===== src/rtl/if_id_fetch_buffer_if.sv =====
// Fetch/decode handshake bundle for if_id_fetch_buffer.
// Valid/ready rule: an entry moves only on a rising edge where its valid and the
// receiver's ready are both high; fetch "ready" is PCWriteEnable.
interface if_id_fetch_buffer_if #(
    parameter int ADDR_WIDTH  = 32,
    parameter int INSTR_WIDTH = 32
);
    logic                   FetchValid;
    logic [ADDR_WIDTH-1:0]  FetchPC;
    logic [INSTR_WIDTH-1:0] FetchInstruction;
    logic                   PCWriteEnable;
    logic                   Flush;
    logic                   DecodeReady;
    logic                   DecodeValid;
    logic [ADDR_WIDTH-1:0]  DecodePC;
    logic [ADDR_WIDTH-1:0]  DecodePCPlus4;
    logic [INSTR_WIDTH-1:0] DecodeInstruction;

    modport master (
        output FetchValid, FetchPC, FetchInstruction, Flush, DecodeReady,
        input  PCWriteEnable, DecodeValid, DecodePC, DecodePCPlus4, DecodeInstruction
    );

    modport slave (
        input  FetchValid, FetchPC, FetchInstruction, Flush, DecodeReady,
        output PCWriteEnable, DecodeValid, DecodePC, DecodePCPlus4, DecodeInstruction
    );
endinterface


===== src/rtl/if_id_fetch_buffer.sv =====
// IF/ID FIFO holding {PC, instruction} pairs between fetch and decode.
// Define IF_ID_FETCH_STATS_EN to add FetchedCount/FlushedCount statistics outputs.
module if_id_fetch_buffer #(
    parameter int DEPTH       = 2,
    parameter int ADDR_WIDTH  = 32,
    parameter int INSTR_WIDTH = 32
) (
    input  logic                     Clock,
    input  logic                     Reset,
    if_id_fetch_buffer_if.slave      bus,
    output logic [$clog2(DEPTH):0]   Occupancy
`ifdef IF_ID_FETCH_STATS_EN
    ,
    output logic [31:0]              FetchedCount,
    output logic [31:0]              FlushedCount
`endif
);
    localparam int PTR_W = $clog2(DEPTH);
    localparam int CNT_W = PTR_W + 1;

    logic [ADDR_WIDTH-1:0]  pc_mem    [DEPTH];
    logic [INSTR_WIDTH-1:0] instr_mem [DEPTH];
    logic [PTR_W-1:0]       wr_ptr;
    logic [PTR_W-1:0]       rd_ptr;
    logic [CNT_W-1:0]       count;
    logic                   full;
    logic                   head_valid;
    logic                   push;
    logic                   pop;

    assign full       = (count == CNT_W'(DEPTH));
    assign head_valid = (count != '0);
    assign push       = bus.FetchValid && !full && !bus.Flush;
    assign pop        = head_valid && bus.DecodeReady && !bus.Flush;

    // Depends only on registered fullness and Flush, never on DecodeReady.
    assign bus.PCWriteEnable = !full || bus.Flush;

    always_ff @(posedge Clock or negedge Reset) begin
        if (!Reset) begin
            wr_ptr <= '0;
            rd_ptr <= '0;
            count  <= '0;
        end else if (bus.Flush) begin
            wr_ptr <= '0;
            rd_ptr <= '0;
            count  <= '0;
        end else begin
            if (push) wr_ptr <= wr_ptr + PTR_W'(1);
            if (pop)  rd_ptr <= rd_ptr + PTR_W'(1);
            case ({push, pop})
                2'b10:   count <= count + CNT_W'(1);
                2'b01:   count <= count - CNT_W'(1);
                default: count <= count;
            endcase
        end
    end

    // Storage is not reset; count alone decides what is valid.
    always_ff @(posedge Clock) begin
        if (push) begin
            pc_mem[wr_ptr]    <= bus.FetchPC;
            instr_mem[wr_ptr] <= bus.FetchInstruction;
        end
    end

    always_comb begin
        bus.DecodeValid       = head_valid;
        bus.DecodePC          = '0;
        bus.DecodePCPlus4     = '0;
        bus.DecodeInstruction = '0;
        if (head_valid) begin
            bus.DecodePC          = pc_mem[rd_ptr];
            bus.DecodePCPlus4     = pc_mem[rd_ptr] + ADDR_WIDTH'(4);
            bus.DecodeInstruction = instr_mem[rd_ptr];
        end
    end

    assign Occupancy = count;

`ifdef IF_ID_FETCH_STATS_EN
    always_ff @(posedge Clock or negedge Reset) begin
        if (!Reset) begin
            FetchedCount <= '0;
            FlushedCount <= '0;
        end else begin
            if (push) FetchedCount <= FetchedCount + 32'd1;
            // A flush drops everything held plus the fetch offered that cycle.
            if (bus.Flush)
                FlushedCount <= FlushedCount + 32'(count) + 32'(bus.FetchValid);
        end
    end
`endif
endmodule


===== src/flat_wrapper.sv =====
// flat-port wrapper written by rule: the top's interface ports become plain ports
module if_id_fetch_buffer_flat 
#(
    parameter int DEPTH       = 2,
    parameter int ADDR_WIDTH  = 32,
    parameter int INSTR_WIDTH = 32
)
  (Clock, Reset, Occupancy, bus_FetchValid, bus_FetchPC, bus_FetchInstruction, bus_Flush, bus_DecodeReady, bus_PCWriteEnable, bus_DecodeValid, bus_DecodePC, bus_DecodePCPlus4, bus_DecodeInstruction);
  if_id_fetch_buffer_if #(.ADDR_WIDTH(ADDR_WIDTH), .INSTR_WIDTH(INSTR_WIDTH)) bus_i ();
  input  logic Clock;
  input  logic Reset;
  output logic [$clog2(DEPTH):0] Occupancy;
  input wire logic [$bits(bus_i.FetchValid)-1:0] bus_FetchValid;
  input wire logic [$bits(bus_i.FetchPC)-1:0] bus_FetchPC;
  input wire logic [$bits(bus_i.FetchInstruction)-1:0] bus_FetchInstruction;
  input wire logic [$bits(bus_i.Flush)-1:0] bus_Flush;
  input wire logic [$bits(bus_i.DecodeReady)-1:0] bus_DecodeReady;
  output wire logic [$bits(bus_i.PCWriteEnable)-1:0] bus_PCWriteEnable;
  output wire logic [$bits(bus_i.DecodeValid)-1:0] bus_DecodeValid;
  output wire logic [$bits(bus_i.DecodePC)-1:0] bus_DecodePC;
  output wire logic [$bits(bus_i.DecodePCPlus4)-1:0] bus_DecodePCPlus4;
  output wire logic [$bits(bus_i.DecodeInstruction)-1:0] bus_DecodeInstruction;
  assign bus_i.FetchValid = bus_FetchValid;
  assign bus_i.FetchPC = bus_FetchPC;
  assign bus_i.FetchInstruction = bus_FetchInstruction;
  assign bus_i.Flush = bus_Flush;
  assign bus_i.DecodeReady = bus_DecodeReady;
  assign bus_PCWriteEnable = bus_i.PCWriteEnable;
  assign bus_DecodeValid = bus_i.DecodeValid;
  assign bus_DecodePC = bus_i.DecodePC;
  assign bus_DecodePCPlus4 = bus_i.DecodePCPlus4;
  assign bus_DecodeInstruction = bus_i.DecodeInstruction;
  if_id_fetch_buffer #(.DEPTH(DEPTH), .ADDR_WIDTH(ADDR_WIDTH), .INSTR_WIDTH(INSTR_WIDTH)) u_core (.Clock(Clock), .Reset(Reset), .bus(bus_i), .Occupancy(Occupancy));
endmodule

===== config.mk =====
export PLATFORM = sky130hd
export DESIGN_NAME = if_id_fetch_buffer_flat
export DESIGN_NICKNAME = d
export VERILOG_FILES = /design/src/rtl/if_id_fetch_buffer_if.sv /design/src/rtl/if_id_fetch_buffer.sv /design/src/flat_wrapper.sv
export SDC_FILE = /design/constraint.sdc
export NUM_CORES = 1
export LEC_CHECK = 0
export CAP_MARGIN = 10
export CELL_PAD_IN_SITES_DETAIL_PLACEMENT = 1
export CELL_PAD_IN_SITES_GLOBAL_PLACEMENT = 1
export CORE_ASPECT_RATIO = 1.1
export CORE_MARGIN = 4
export CORE_UTILIZATION = 38
export DETAILED_ROUTE_END_ITERATION = 8
export PLACE_DENSITY_LB_ADDON = 0.1
export SKIP_LAST_GASP = 1
export SYNTH_ARGS = -nofsm -noshare
export SYNTH_HDL_FRONTEND = slang
export SYNTH_SLANG_ARGS = --single-unit

===== constraint.sdc =====
create_clock -name Clock -period 6.6 [get_ports Clock]
set_input_delay 0.66 -clock Clock [delete_from_list [all_inputs] [get_ports Clock]]
set_output_delay 0.66 -clock Clock [all_outputs]
set_load 0.02 [all_outputs]

=== After elaboration in Yosys (flattened, before gate mapping) ===
Memories as Yosys holds them, arrays and structs flattened.
Index checks and enable logic that the tools add are counted.

* Multiplexer cells: 11
* Bitwise gates (word level): 0
* $lt $le $gt $ge: 0
* Divide/modulo/power cells: 0
* Equality and inequality tests: 3
* Shift operators: 0
* $add $sub $neg: 5
* Reductions and logical operators: 11
* Multiply operators: 0

{| class="wikitable"
|+ Operators with widths
! operator !! count
|-
| $mux W32 || 3
|-
| $add A32 B3 Y32 const B || 1
|-
| $mux W1 || 6
|-
| $reduce_bool A2 Y1 || 3
|-
| $eq A2 B2 Y1 const B || 2
|-
| $logic_and A1 B1 Y1 || 4
|-
| $pmux W2 S2 || 1
|-
| $reduce_bool A3 Y1 || 1
|-
| $add A1 B1 Y1 const B || 2
|-
| $add A2 B1 Y2 const B || 1
|-
| $eq A2 B1 Y1 const B || 1
|-
| $logic_not A1 Y1 || 2
|-
| $mux W2 || 1
|-
| $sub A2 B1 Y2 const B || 1
|-
| $logic_or A1 B1 Y1 || 1
|}

* RAM bits: 128
* Flip-flop bits (word level): 4
* Bits in latches: 0
* Bits of input ports: 69
* Memory bits (read-only): 0
* Logic and storage cells: 35
* Memories kept: 2

{| class="wikitable"
|+ Memories
! memory !! depth !! width !! rd ports !! clocked after Yosys merged registers in !! wr ports !! RTL line !! text
|-
| u_core.instr_mem || 2 || 32 || 1 || 0 || 1 || if_id_fetch_buffer.sv:22 || <nowiki>logic [INSTR_WIDTH-1:0] instr_mem [DEPTH];</nowiki>
|-
| u_core.pc_mem || 2 || 32 || 1 || 0 || 1 || if_id_fetch_buffer.sv:21 || <nowiki>logic [ADDR_WIDTH-1:0] pc_mem [DEPTH];</nowiki>
|}

=== Logic depth before layout (Yosys ltp) ===
Gate-level depths: netlist of run 1.

* Depth after elaboration: 7
* Gate-level depth with buffers: 11
* Mapped depth without buffers: 7

=== Worst setup path before layout of run 1 ===
OpenSTA, ideal clock, no wires.

* Path kind: input port to flip-flop
* From: input bus_FetchValid
* To: memory u_core.instr_mem[1][0], enable pin
* Setup time: 0.578 ns
* Data arrival time: 5.542 ns
* Path buffers: 0
* Setup slack: 0.480 ns
* Required time: 6.022 ns
* Stages: 2
* Path through: o21ai_0 > nor3b_1

* Longest elaborated chain between the ends: 4

{| class="wikitable"
|+ Ends and longest elaborated chain
! item !! RTL line !! text
|-
| start, declared || flat_wrapper.sv:13 || <nowiki>input wire logic [$bits(bus_i.FetchValid)-1:0] bus_FetchValid;</nowiki>
|-
| $logic_and A1 B1 Y1 (2 in series) || if_id_fetch_buffer.sv:33 || <nowiki>assign push = bus.FetchValid && !full && !bus.Flush;</nowiki>
|-
| $mux W1 || if_id_fetch_buffer.sv:61 || <nowiki>if (push) begin</nowiki>
|-
| $mux W1 (not written as such) || if_id_fetch_buffer.sv:63 || <nowiki>instr_mem[wr_ptr] <= bus.FetchInstruction;</nowiki>
|-
| end, declared || if_id_fetch_buffer.sv:22 ||
|}

No other way between the ends.

=== Final worst setup path of run 1 ===
* From: register u_core.rd_ptr
* To: output bus_DecodePCPlus4[18]

* Longest elaborated chain between the ends: 3

{| class="wikitable"
|+ Ends and longest elaborated chain
! item !! RTL line !! text
|-
| start, declared || if_id_fetch_buffer.sv:24 || <nowiki>logic [PTR_W-1:0] rd_ptr;</nowiki>
|-
| start signal, assigned || if_id_fetch_buffer.sv:50 || <nowiki>if (pop) rd_ptr <= rd_ptr + PTR_W'(1);</nowiki>
|-
| $mem_v2 Z2 W32 || n/a ||
|-
| $add A32 B3 Y32 || if_id_fetch_buffer.sv:74 || <nowiki>bus.DecodePCPlus4 = pc_mem[rd_ptr] + ADDR_WIDTH'(4);</nowiki>
|-
| $mux W32 || if_id_fetch_buffer.sv:72 || <nowiki>if (head_valid) begin</nowiki>
|-
| end, declared || flat_wrapper.sv:21 || <nowiki>output wire logic [$bits(bus_i.DecodePCPlus4)-1:0] bus_DecodePCPlus4;</nowiki>
|}

No other way between the ends.

==> results of run 1 <==
## logic make-up (layout without fill, tap and decap cells)
logic type | Yosys count | count (layout)
AOI/OAI and AO/OA | 42 | 42
DFF | 132 | 132
xor gates and xnor gates | 14 | 14
buffers and inverters | 27 | 209
adders and majority gates | 1 | 1
muxes | 65 | 65
and+or+nand+nor | 180 | 180
## final timing paths
kind,slack [ns],cells after the start,endpoint,start
setup / recovery,1.42,8,bus_DecodePCPlus4[18],u_core.rd_ptr
min in group Clock,0.61,2,u_core.wr_ptr,u_core.wr_ptr
hold / removal,0.46,1,u_core.rd_ptr,Reset
max in group asynchronous,5.93,1,u_core.rd_ptr,Reset
hold reg to reg,0.61,2,u_core.wr_ptr,u_core.wr_ptr
setup reg to reg,3.92,4,u_core.instr_mem[1][25],u_core.Occupancy[1]
## metal layers
metal / up-vias / wire length [um] / global-route usage (%)
met5: - / 13 / 0
met4: 2 / 268 / 6.97
met3: 24 / 1010 / 5.49
met2: 126 / 8370 / 31.3
met1: 2125 / 6480 / 21.7
li1: 2075 / - / -
## cells in the mapped netlist, types with 2 or more instances
master / n
mux2_2: 6
mux2i_1: 56
and3_1: 2
nand4b_1: 3
edfxtp_1: 128
a222oi_1: 3
a21oi_1: 10
nand3_2: 2
xor2_1: 6
buf_2: 7
clkbuf_1: 9
o31ai_1: 3
nand3_1: 19
nand2_1: 23
a31oi_1: 3
a32o_1: 4
nand4_1: 6
o21ai_1: 2
nor3_1: 7
nor2_1: 81
nand3b_1: 6
buf_1: 3
dfrtp_1: 4
buf_4: 2
nor3b_1: 2
mux2_1: 3
xnor2_1: 8
a211oi_1: 2
nor2b_1: 4
o21ai_0: 6
o31a_1: 5
nor4_1: 5
inv_1: 3
and2_1: 11
## registers in the layout, summed over array words and instances, names as in the netlist
register / cells
u_core.instr_mem: 64
u_core.Occupancy: 2
u_core.rd_ptr: 1
u_core.wr_ptr: 1
u_core.pc_mem: 64
## worst register-to-register path, cell delays in order, from the launching register on
cell and delay, ns:
dfrtp_1 0.45, inv_1 0.15, o21ai_0 0.21, nor3b_2 0.71
buf_4 0.76
## placed cells by master (no fill, tap or decap), types with 4 or more instances in the layout
master,Yosys,final
xor2_1,6,6
nand4_1,6,6
nand2_1,23,23
nand3_1,19,19
clkdlybuf4s50_1,0,168
a21oi_1,10,10
o31a_1,5,5
edfxtp_1,128,128
nor2b_1,4,4
mux2i_1,56,56
xnor2_1,8,8
a32o_1,4,4
clkbuf_16,0,17
nand3b_1,6,6
o21ai_0,6,6
nor3_1,7,6
and2_1,11,11
buf_4,2,5
nor4_1,5,5
mux2_2,6,6
clkinv_1,1,6
nor2_1,81,80
## metrics by stage
stage	instances	power, mW
floorplan	461	1.21
CTS	843	2.29
global placement	811	1.38
finish	843	2.26
detailed placement	811	1.39
global route	843	2.36
## power by group through the flow
stage	Sequential, mW	Clock [mW]	Combinational (mW)
after floorplan	0.994	0	0.212
after global placement	1.01	0	0.375
after detailed placement	1.01	0	0.381
after CTS	0.991	0.914	0.384
after global routing	0.996	0.957	0.406
final	0.991	0.897	0.377
## final cells by class
| cell class | instances | area (um2) |
|---|---|---|
| clock buffers | 17 | 425 |
| clock inverters | 15 | 139 |
| fillers | 1575 | 7170 |
| inverters | 4 | 15.0 |
| multi-input cells | 302 | 2010 |
| flip-flops and latches | 132 | 3950 |
| well taps | 200 | 250 |
| repair buffers | 173 | 1720 |
==> impl_metrics.env, run 1 <==
export IMPL_cp_start_kind="flop"
export IMPL_yosysSeqAreaShare_pct=64.9
export IMPL_p_leak_nw=2.81
export IMPL_io_buffers=168
export IMPL_route_detailed_drc=0
export IMPL_rsz0062_at_grt="false"
export IMPL_cp_top_family="compound AO/OA/AOI/OAI gates"
export IMPL_period_needed_ns=5.18
export IMPL_hold_viol=0
export IMPL_grt_max_degree=83
export IMPL_hold_buffers=0
export IMPL_crit_path_end_kind="primary output"
export IMPL_cts_buffers=17
export IMPL_die_height_um=141
export IMPL_n_antenna_cell=0
export IMPL_layout_drive_gt1_share_pct=7.62
export IMPL_clock_skew_ns=0.00683
export IMPL_crit_type="reg2out"
export IMPL_worst_slack_ns=1.42
export IMPL_cp_max_fo=68
export IMPL_tritoncts="done"
export IMPL_synth_top_area_share_pct=63.3
export IMPL_internal_power_mw=1.69
export IMPL_tightest_slew_ns=0.964
export IMPL_switching_share_pct=25.5
export IMPL_required_ns=5.94
export IMPL_dp_slack_ns=1.84
export IMPL_grt_pass1_wl_um=25700
export IMPL_final_area_um2=8510
export IMPL_synth_top_family_by_area="simple AND/OR/NAND/NOR gates"
export IMPL_via_per_inst=5.16
export IMPL_grt_antenna_before_repair=1
export IMPL_first_global_vias=4821
export IMPL_die_w_um=129
export IMPL_drv_slew=0
export IMPL_cts_resized_gates=0
export IMPL_io_pins=169
export IMPL_wire_per_inst_um=19.1
export IMPL_syn_nets=531
export IMPL_num_rows=48
export IMPL_fin_util_pct=54.3
export IMPL_max_stage_delay_ns=1.04
export IMPL_netlist_area_um2=6070
export IMPL_slew_headroom_pct=35.7
export IMPL_pwr_share_comb_pct=16.6
export IMPL_switching_power_uw=578
export IMPL_synthMuxAreaShare_pct=10.9
export IMPL_clk_latency_ns=0.41
export IMPL_clock_sinks=132
export IMPL_die_area_um2=18100
export IMPL_yosys_area_top_type="edfxtp_1"
export IMPL_initial_core_util_pct=38.7
export IMPL_clock_root_buffer="clkbuf_16"
export IMPL_yosys_warnings=0
export IMPL_drt_total_wl_um=16100
export IMPL_synth_xor_area_share_pct=2.02
export IMPL_clockPowerShare_pct=39.6
export IMPL_asyncSetResetFlopFracSynth_pct=3.03
export IMPL_finalNetCount=700
export IMPL_synth_compound_area_share_pct=4.82
export IMPL_cts_clk_slew_worst_paths_ns=0.06
export IMPL_synth_simple_area_share_pct=14.9
export IMPL_final_period_utilization_pct=78.5
export IMPL_final_antenna_net_count=0
export IMPL_ir_worst_vdd_mv=0.172
export IMPL_synth_ff_type="edfxtp_1"
export IMPL_syn_area_per_cell_um2=13.2
export IMPL_maxCapViolations=0
export IMPL_synth_seq_cells=132
export IMPL_grtUsageTotal_pct=18.3
export IMPL_status="finished, final reports clean"
export IMPL_cp_cell_sequence="mux2_2 -> ha_1 -> nand4_1 -> a222oi_1 -> nand2_1 -> a221o_1 -> mux2_1 -> clkdlybuf4s50_1"
export IMPL_drt_initial_drc_count=146
export IMPL_slowest_stage="dfrtp_4"
export IMPL_hold_class="in2async"
export IMPL_grt_overflow=0
export IMPL_synth_edf_count=128
export IMPL_cp_buffers_inverters=1
export IMPL_htreeDepth=4
export IMPL_synthTopCellsByArea="edfxtp_1 (63%), mux2i_1 (9.2%), nor2_1 (5.0%)"
export IMPL_place_congestion=0.797
export IMPL_core_area_um2=15700
export IMPL_syn_inst=461
export IMPL_area_delta_synth_final_pct=40.1
export IMPL_fmax_ghz=0.193
export IMPL_synthAdderAreaFrac_pct=0.206
export IMPL_cts_setup_buffers=0
export IMPL_power_density_nw_per_um2=266
export IMPL_cp_data_arrival_time_ns=4.52
export IMPL_hpwl_um=11100
export IMPL_finalSetupTns_ns=0
export IMPL_timing_hold_ws_ns=0.460
export IMPL_p_seq_share_pct=43.8
export IMPL_cts_path_max_buffers=2
export IMPL_vias=4352
export IMPL_setup_viol=0
export IMPL_drt_pass1_iter_count=4
export IMPL_place_area_um2=7940
export IMPL_yosysUniqueCellTypes=51
(Power assumes the default switching activity.)
==> run 2: changes to the inputs <==
==> constraint.sdc (replaced) <==
create_clock -name Clock -period 4.9 [get_ports Clock]
set_input_delay 0.49 -clock Clock [delete_from_list [all_inputs] [get_ports Clock]]
set_output_delay 0.49 -clock Clock [all_outputs]
set_load 0.02 [all_outputs]
==> run 2 against run 1 <==
Core utilization rose by 0.39 points. Flip-flop and latch count did not move. Final cell count rose by 0.59%. Sequential share of layout area fell by 0.33 points. Register-to-register slack got worse by 1.1 ns. Hold slack got worse by 0.16 ns. Clock-buffer cell count rose by 1. Die area did not move. Clock power rose by 36%. Critical endpoint is now bus_DecodePCPlus4[29].
==> impl_metrics.env, run 2 (synthesized netlist as in run 1, its figures left out) <==
export IMPL_drt_pass1_iter_count=4
export IMPL_layout_common_cells="clkdlybuf4s50_1 (168), edfxtp_1 (128), nor2_1 (80)"
export IMPL_cts_setup_buffers=0
export IMPL_max_stage_delay_ns=0.69
export IMPL_period_needed_ns=4.33
export IMPL_first_global_vias=4704
export IMPL_reg2reg_from="u_core.rd_ptr"
export IMPL_cts_clk_slew_worst_paths_ns=0.06
export IMPL_cp_top_family="buffers and inverters"
export IMPL_io_pins=169
export IMPL_via_per_inst=5.13
export IMPL_finalNetCount=705
export IMPL_slew_headroom_pct=41.0
export IMPL_fmax_ghz=0.231
export IMPL_status="finished, final reports clean"
export IMPL_cts_buffers=17
export IMPL_total_power_mw=3.07
export IMPL_htreeDepth=4
export IMPL_place_congestion=0.754
export IMPL_p_leak_nw=2.85
export IMPL_final_antenna_net_count=0
export IMPL_crit_type="reg2out"
export IMPL_required_ns=4.41
export IMPL_final_common_cell="clkdlybuf4s50_1"
export IMPL_cts_path_max_buffers=2
export IMPL_setup_viol=0
export IMPL_finalSetupTns_ns=0
export IMPL_drv_slew=0
export IMPL_route_detailed_drc=0
export IMPL_rsz0062_at_grt="false"
export IMPL_grtUsageTotal_pct=18.2
export IMPL_startpoint="u_core.rd_ptr"
export IMPL_die_w_um=129
export IMPL_drt_initial_drc_count=249
export IMPL_cp_start_kind="flop"
export IMPL_crit_path_end_kind="primary output"
export IMPL_slowest_stage="dfrtp_4"
export IMPL_wire_per_inst_um=19.4
export IMPL_tightest_slew_ns=0.884
export IMPL_cts_resized_gates=0
export IMPL_grt_pass1_wl_um=25400
export IMPL_crit_top_cell="buf_4"
export IMPL_hold_viol=0
export IMPL_tritoncts="done"
export IMPL_hold_class="in2async"
export IMPL_cp_buffers_inverters=3
export IMPL_maxCapViolations=0
export IMPL_grt_overflow=0
export IMPL_area_delta_synth_final_pct=41.1
export IMPL_clock_root_buffer="clkbuf_16"
export IMPL_hpwl_um=11600
export IMPL_n_antenna_cell=0
export IMPL_layout_drive_gt1_share_pct=8.95
export IMPL_clock_sinks=132
export IMPL_clk_latency_ns=0.41
export IMPL_drt_total_wl_um=16400
export IMPL_power_density_nw_per_um2=358
export IMPL_cp_max_fo=36
export IMPL_io_buffers=168
export IMPL_grt_max_degree=82
export IMPL_clock_skew_ns=0.00744
export IMPL_initial_core_util_pct=38.7
export IMPL_ir_worst_vdd_mv=0.224
export IMPL_hold_buffers=0
export IMPL_cp_cell_sequence="buf_4 -> nand4_2 -> a222oi_1 -> buf_4 -> nand3_2 -> o31a_1 -> nor3_1 -> clkdlybuf4s50_1"
export IMPL_cp_data_arrival_time_ns=3.84
export IMPL_die_area_um2=18100
export IMPL_die_height_um=141
export IMPL_num_rows=48
export IMPL_final_period_utilization_pct=88.3
export IMPL_vias=4349
export IMPL_grt_antenna_before_repair=0
export IMPL_core_area_um2=15700
==> run 2: changes by cell type in the layout (fill, tap and decap cells not counted) <==
cell       change
nor3_4         +1
nor3b_2        -1
nor3b_4        +1
nor3_2         -1
inv_8          +2
clkinv_2       -2
clkinv_1       -5
buf_4          +5
bufinv_16      -1
inv_6          +2
clkinv_4       +3
clkbuf_1       +1
==> run 2: cell type report <==
class,instances,area [um2]
timing repair buffer,178,1760
clock inverter,14,146
tap,200,250
multi-input combinational,302,2020
clock buffer,18,429
sequential,132,3950
fill,1576,7110
inverter,4,15.0
==> run 2: metrics by stage <==
step | setup WS (ns) | hold slack, ns | area [um2] | util (%) | cells
CTS | 0.502 | 0.280 | 8570 | 54.7 | 848
detailed placement | 0.969 | 0.633 | 7990 | 51.0 | 816
floorplan | 1.07 | 0.194 | 6080 | - | 461
global placement | 1.03 | 0.612 | 7990 | 51.0 | 816
global route | 0.270 | 0.292 | 8570 | 54.7 | 848
finish | 0.574 | 0.296 | 8570 | 54.7 | 848
==> run 2: final timing paths <==
kind                            slack [ns]  cells past startpoint                    end
worst max-delay path                  0.57                      8  bus_DecodePCPlus4[29]
worst min-delay path                  0.30                      1          u_core.wr_ptr
worst max register to register        2.81                      4          u_core.rd_ptr
worst min register to register        0.66                      2          u_core.wr_ptr
max in group asynchronous             4.40                      1          u_core.rd_ptr
min in group Clock                    0.66                      2          u_core.wr_ptr
==> run 2: routing by layer <==
metal,share of wire (%),up-vias,GRT usage [%]
met5,0,-,0
met4,0.96,0,4.15
met3,5.7,11,5.23
met2,51,117,31.4
met1,43,2137,22.5
li1,-,2084,-
==> run 2: power breakdown <==
part           internal [mW]  switching, mW  total [mW]
Combinational          0.240          0.284       0.524
Clock                  0.715          0.507        1.22
Sequential              1.29         0.0302        1.32
